[config.mk]
export PLATFORM = sky130hd
export DESIGN_NAME = li_credit_receiver
export DESIGN_NICKNAME = d
export VERILOG_FILES = /design/src/rtl/li_credit_receiver.sv
export SDC_FILE = /design/constraint.sdc
export NUM_CORES = 1
export LEC_CHECK = 0
export ABC_CLOCK_PERIOD_IN_PS = 2500
export CORE_MARGIN = 2
export CORE_UTILIZATION = 47
export CTS_BUF_LIST = sky130_fd_sc_hd__clkbuf_8 sky130_fd_sc_hd__clkbuf_16
export DETAILED_ROUTE_END_ITERATION = 12
export GPL_TIMING_DRIVEN = 1
export PLACE_DENSITY = 0.75
export SYNTH_ARGS = -nofsm -noshare
export SYNTH_HDL_FRONTEND = slang
export SYNTH_SLANG_ARGS = --single-unit
[constraint.sdc]
create_clock -name clock -period 2.5 [get_ports clock]
set_input_delay 0.5 -clock clock [delete_from_list [all_inputs] [get_ports clock]]
set_output_delay 0.5 -clock clock [all_outputs]
set_load 0.03 [all_outputs]
[src/rtl/li_credit_receiver.sv]
// Credit-based receive buffer: a first-word-fall-through circular FIFO.
// It returns one credit pulse to the sender for every word the consumer takes.
module li_credit_receiver #(
  parameter int DATA_WIDTH = 16,
  parameter int FIFO_DEPTH = 4
) (
  input  logic                               clock,
  input  logic                               reset,
  input  logic signed [DATA_WIDTH-1:0]       i_data,
  input  logic                               i_valid,
  output logic                               o_li_feedback,
  output logic signed [DATA_WIDTH-1:0]       o_data,
  output logic                               o_valid,
  input  logic                               i_ready,
  output logic [$clog2(FIFO_DEPTH+1)-1:0]    o_count,
  output logic                               o_overflow
);
  localparam int PW = $clog2(FIFO_DEPTH);
  localparam int CW = $clog2(FIFO_DEPTH + 1);
  localparam logic [CW-1:0] COUNT_FULL = CW'(FIFO_DEPTH);

  logic signed [DATA_WIDTH-1:0] mem [FIFO_DEPTH];
  logic [PW-1:0] wr_ptr_reg;
  logic [PW-1:0] rd_ptr_reg;
  logic [CW-1:0] count_reg;
  logic [CW-1:0] count_next;
  logic          feedback_reg;
  logic          overflow_reg;
  logic          full;
  logic          push;
  logic          pop;
  logic          drop;

  // Both inputs are qualified by reset so nothing is accepted or credited during reset.
  assign full = (count_reg == COUNT_FULL);
  assign pop  = reset & o_valid & i_ready;
  assign push = reset & i_valid & (~full | pop);
  assign drop = reset & i_valid & full & ~pop;

  always_comb begin
    count_next = count_reg;
    if (push && !pop) begin
      count_next = count_reg + CW'(1);
    end else if (pop && !push) begin
      count_next = count_reg - CW'(1);
    end
  end

  always_ff @(posedge clock) begin
    if (!reset) begin
      wr_ptr_reg   <= '0;
      rd_ptr_reg   <= '0;
      count_reg    <= '0;
      feedback_reg <= 1'b0;
      overflow_reg <= 1'b0;
    end else begin
      if (push) begin
        wr_ptr_reg <= wr_ptr_reg + PW'(1);
      end
      if (pop) begin
        rd_ptr_reg <= rd_ptr_reg + PW'(1);
      end
      count_reg    <= count_next;
      feedback_reg <= pop;
      if (drop) begin
        overflow_reg <= 1'b1;
      end
    end
  end

  // Storage is deliberately left out of reset; occupancy alone marks entries as live.
  always_ff @(posedge clock) begin
    if (push) begin
      mem[wr_ptr_reg] <= i_data;
    end
  end

  assign o_valid       = (count_reg != '0);
  assign o_data        = mem[rd_ptr_reg];
  assign o_count       = count_reg;
  assign o_li_feedback = feedback_reg;
  assign o_overflow    = overflow_reg;

endmodule

Word-level counts from Yosys, hierarchy flattened
Memory sizes are Yosys's and may differ from the RTL's. A register that Yosys moved wholly into a read port is not among the register bits.
Index checks and enable logic that the tools add are counted.
{ "totals": {"register_bits": 9, "ramBits": 64, "input_bits": 20, "out_inout_bits": 22, "mem_count": 1} }
{ "memory_table": {"columns": ["name", "words", "word_bits", "rd", "rd_ports_with_merged_regs", "write_ports", "line_no", "source"], "rows": [
  ["mem", 4, 16, 1, 1, 1, "22", "logic signed [DATA_WIDTH-1:0] mem [FIFO_DEPTH];"]
]} }
{ "classes": {"n_addsub": 4, "eq_ne": 1, "n_mux": 6, "bitwise": 9, "reduce_logical": 6} }
{ "ops": {"columns": ["cell", "n"], "rows": [
  ["bitwise AND 1 bit", 6],
  ["two-way mux 3 bit", 2],
  ["adder 2 x 1 -> 2 bit (second input constant)", 2],
  ["two-way mux 2 bit", 2],
  ["adder 3 x 1 -> 3 bit (second input constant)", 1],
  ["equality test 3 bit (second input constant)", 1],
  ["nonzero test 3 bit", 1],
  ["subtractor 3 x 1 -> 3 bit (second input constant)", 1],
  ["logical AND 1 bit", 2],
  ["logical NOT 1 bit", 2],
  ["two-way mux 1 bit", 2],
  ["inverter 1 bit", 2],
  ["nonzero test 2 bit", 1],
  ["bitwise OR 1 bit", 1]
]} }

Longest topological paths before layout
{ "depth": {"depth_word": 9, "ltp_mapped": 9, "depth_no_buf": 9} }

Worst setup path after synthesis
Ideal clock, no wire load.
{ "synth_path": {"kind": "register -> register", "startpoint": "register count_reg[1], in the netlist o_count[1]", "endpoint": "register count_reg[2], in the netlist o_count[2]", "setup_time_ns": 0.076, "arrival_ns": 2.474, "setup_slack_ns": -0.050, "path_stages_with_launch": 10, "n_path_buf": 0, "period_less_slack_ns": 2.550, "path_cell_list": "dfxtp_1 -> or3_1 -> and3_1 -> inv_1 -> ha_1 -> inv_1 -> fa_1 -> xor2_1 -> or3_1 -> a21boi_0"} }
{ "synth_between": {"elab_chain_len": 8} }
{ "synth_rtl": {"columns": ["item", "line_no", "source"], "rows": [
  ["start, declared", "25", "logic [CW-1:0] count_reg;"],
  ["start signal, assigned", "63", "count_reg <= count_next;"],
  ["nonzero test 3 bit (*)", "78", "assign o_valid = (count_reg != '0);"],
  ["named net o_valid", "13", "output logic o_valid,"],
  ["bitwise AND 1 bit (*) (2 in series)", "36", "assign pop = reset & o_valid & i_ready;"],
  ["bitwise OR 1 bit", "37", "assign push = reset & i_valid & (~full | pop);"],
  ["bitwise AND 1 bit", "37", null],
  ["logical NOT 1 bit", "44", "end else if (pop && !push) begin"],
  ["logical AND 1 bit", "44", null],
  ["nonzero test 2 bit (no line)", null, null]
]} }
The timed path passes the listed nets; every way through them passes the cells marked *. The select of a mux whose other input is x is not followed.
A chain may end at the register's enable or synchronous reset.

Worst setup path after layout
{ "layout_path": {"startpoint": "register count_reg[2], in the netlist o_count[2]", "endpoint": "register count_reg[2], in the netlist o_count[2]"} }
{ "layout_between": {"elab_chain_len": 8} }
{ "layout_rtl": {"columns": ["item", "line_no"], "rows": [
  ["nonzero test 3 bit", "78"],
  ["bitwise AND 1 bit (2 in series)", "36"],
  ["bitwise OR 1 bit", "37"],
  ["bitwise AND 1 bit", "37"],
  ["logical NOT 1 bit", "44"],
  ["logical AND 1 bit", "44"],
  ["nonzero test 2 bit (no line)", null]
]} }
Several ways; a longest one is shown, not always the timed one. The select of a mux whose other input is x is not followed.

==> summary.txt <==
Floorplanning
  • CORE AREA: about 6000 um^2
  • FP Rows: 28
  • Die area: between 6000 and 7000 um^2
  • Die Ht: 82.7 um
  • Starting density of the core: 0.488
  • Die Wd: roughly 83 um
  • I/O pins: 42

Worst setup path
  • CP required: 2.75 ns
  • Crit path launch type: register
  • FF-to-FF Start: o_count[2]
  • Crit. Startpoint: o_count[2]
  • Worst EP arrival: 2.61 ns
  • Critical path class: reg -> reg
  • Crit end category: register
  • CP Max Fanout: 7

Synth
  • Syn Inst Count: 139
  • Synthesized flop and latch total: between 70 and 80
  • Syn avg cell area: approximately 21 um^2
  • Post-synthesis simple-gate area fraction: 0.0448
  • Synth warnings: 0
  • Cell Area, Synth: 2910 um^2
  • Synth top area cells: edfxtp_1 (66%), mux4_2 (7.7%), dfxtp_1 (7.6%)
  • Register area share after synthesis: 0.737
  • Distinct cells, synth: 26
  • Synth Area in Adders: 0.0284
  • Main combinational cell family by area after synthesis: multiplexers
  • Area share of the largest cell type after synthesis: 0.661
  • Post-synthesis xor/xnor area fraction: 0.0120
  • Net count after synthesis: 165
  • Mux contribution to synthesized area: 0.142
  • Synth Area in Compound Gates: 0.0142
  • Area leader, netlist: edfxtp_1

Global routing
  • Overall routing resource usage: 0.163
  • Total grt overflow: 0
  • Largest net degree at the start of global routing: 17
  • Initial antenna violation count: 0
  • First-pass GRT wire length: around 7.6 mm
  • Vias in the first global route: 1531

Clocking
  • CTS tree: built
  • Clock transition at path regs: 0.07 ns
  • # hold bufs at CTS: 0
  • Clock Root Buffer: clkbuf_8
  • CTS Sinks: 75
  • # Post-CTS Setup Buffers: 0
  • Clock Tree Buf Depth: 2
  • Clock buffer count from CTS: 9
  • H-Tree Depth: 3
  • Later-pin clock latency in the skew report: between 0.3 and 0.4 ns

Timing
  • Period utilization: 0.940
  • Final setup violating endpoints: 0
  • Slew @ Worst Pin: 0.866 ns
  • Final Skew: 0.00944 ns
  • RSZ-0062 raised after global routing: no
  • Min Hold Slack: 0.509 ns
  • Final-report hold violation count: 0
  • Max_slew headroom: 0.423
  • Post-layout min period: 2.35 ns
  • Max Clock Freq: 425 MHz
  • Sum of negative setup slack: 0 ns
  • Fin. max-slew vios: 0

Drt
  • Routed len/inst: 18.0 um
  • DRT Pass-1 Iters: 4
  • DRC Markers: 0
  • Vias: 1444
  • Post-Route WL: 4.96 mm
  • Final ANT Viol Nets: 0
  • Vias per inst: 5.23
  • Starting DRT DRC Count: 51

Layout
  • Layout cell share with drive strength beyond 1: 0.184
  • Number of flip-flops in the largest register: 64
  • Final instance area: around 3600 um^2
  • Area growth syn-to-layout: 24.7%
  • Core Util, Final: 0.609
  • Register with the most flip-flops: mem
  • Antenna diodes: 0
  • Nets@finish: 222

Power and ir drop
  • Sw Pwr: 0.893 mW
  • Pwr dens: 863 nW/um^2
  • Net Sw Frac: 0.285
  • VDD IR max: 0.665 mV
  • Reg power frac: 0.475
  • Comb pwr share: 0.271
  • Tot Pwr: 3.13 mW
  • Internal: between 2 and 2.5 mW
  • Leakage: 1.26 nW
  • Proportion of power drawn by the clock network: 0.254

Worst hold path
  • Worst hold start: wr_ptr_reg[0]
  • Hold Path Class: reg -> reg

Place
  • HPWL Detailed: 3.41 mm
  • Placed Area: 3470 um^2
  • IO buf count: 41
  • Global placement routability congestion: between 0.6 and 0.7

Job
  • MaxCap Viol Count: 0

Run status
  • Status: finished, final reports clean
metrics by stage:
stage / setup WS, ns / instances
after floorplan: 0.0578 / 139
after global placement: -0.00321 / 260
after detailed placement: -0.184 / 260
after CTS: 0.107 / 276
after global routing: 0.0235 / 276
final: 0.149 / 276
kinds of logic after synthesis:
logic type	after synthesis
AND/OR/NAND/NOR	20
multiplexers	19
flip-flops	75
buffers and inverters	10
adder cells (fa/ha/maj)	6
XOR/XNOR	4
AO/OA/AOI/OAI	5
placed cells by master (no fill, tap or decap):
cell type	count
mux2i_1	3
nor2_1	1
clkinv_2	2
xnor2_1	3
a21oi_1	1
and2_1	8
ha_1	5
o31ai_1	1
o311ai_2	1
clkbuf_8	11
inv_1	8
buf_4	8
edfxtp_1	64
xor2_1	1
or3_1	1
dfxtp_2	1
nand2_1	4
fa_1	1
nor4b_4	1
o21ai_0	1
dlygate4sd2_1	16
a21boi_0	1
or3_4	1
nor2b_1	3
clkdlybuf4s50_1	25
and3_1	1
mux4_2	10
mux4_1	6
dfxtp_1	10
buf_12	2
synthesized netlist by cell type:
| master | instances |
|---|---|
| edfxtp_1 | 64 |
| dfxtp_1 | 11 |
| mux4_2 | 10 |
| and2_1 | 8 |
| mux4_1 | 6 |
| ha_1 | 5 |
| inv_1 | 5 |
| nand2_1 | 4 |
| mux2i_1 | 3 |
| nor2b_1 | 3 |
| xnor2_1 | 3 |
| buf_2 | 2 |
| or3_1 | 2 |
| a21boi_0 | 1 |
| a21oi_1 | 1 |
| and3_1 | 1 |
| buf_12 | 1 |
| buf_6 | 1 |
| clkbuf_1 | 1 |
| fa_1 | 1 |
| nor2_1 | 1 |
| nor4b_4 | 1 |
| o21ai_0 | 1 |
| o311ai_2 | 1 |
| o31ai_1 | 1 |
| xor2_1 | 1 |
worst paths after layout:
check	to	slack, ns	cells after the start
setup / recovery	o_count[2]	0.15	9
hold / removal	wr_ptr_reg[0]	0.51	2
setup reg to reg	o_count[2]	0.15	9
hold reg to reg	wr_ptr_reg[0]	0.51	2
routing by layer:
metal / vias to the layer above / routed length, um / track usage
met4: 0 / 52 / 0.0541
met1: 738 / 2010 / 0.189
li1: 665 / - / -
met3: 6 / 224 / 0.0652
met2: 35 / 2670 / 0.276
met5: - / 0 / 0
critical path: stages, from the launching register on:
cell and delay, ns:
dfxtp_2 0.36, or3_4 0.39, and3_1 0.20, inv_1 0.06, ha_1 0.15, inv_1 0.06
fa_1 0.39, xor2_1 0.16, or3_1 0.31, a21boi_0 0.19
timing repair:
item,4_1_cts,5_1_grt
setup endpoints to repair,16,1
gates resized for setup,16,1
pin swaps,0,0
power by group through the flow:
stage	Clock [mW]	Sequential [mW]	Combinational, mW
6_report	0.796	1.49	0.847
5_1_grt	0.870	1.49	0.908
4_1_cts	0.816	1.49	0.860
3_5_place_dp	0	1.51	0.911
3_3_place_gp	0	1.51	0.888
2_1_floorplan	0	1.55	0.534
cell type report:
cell class              instances  area [um^2]
repair buffers                 51          490
clock inverters                 5         21.3
multi-input cells              54          707
inverters                       5         18.8
well taps                      75         93.8
fillers                       452         2330
flip-flops and latches         75         2140
clock buffers                  11          151
(Power assumes the default switching activity.)
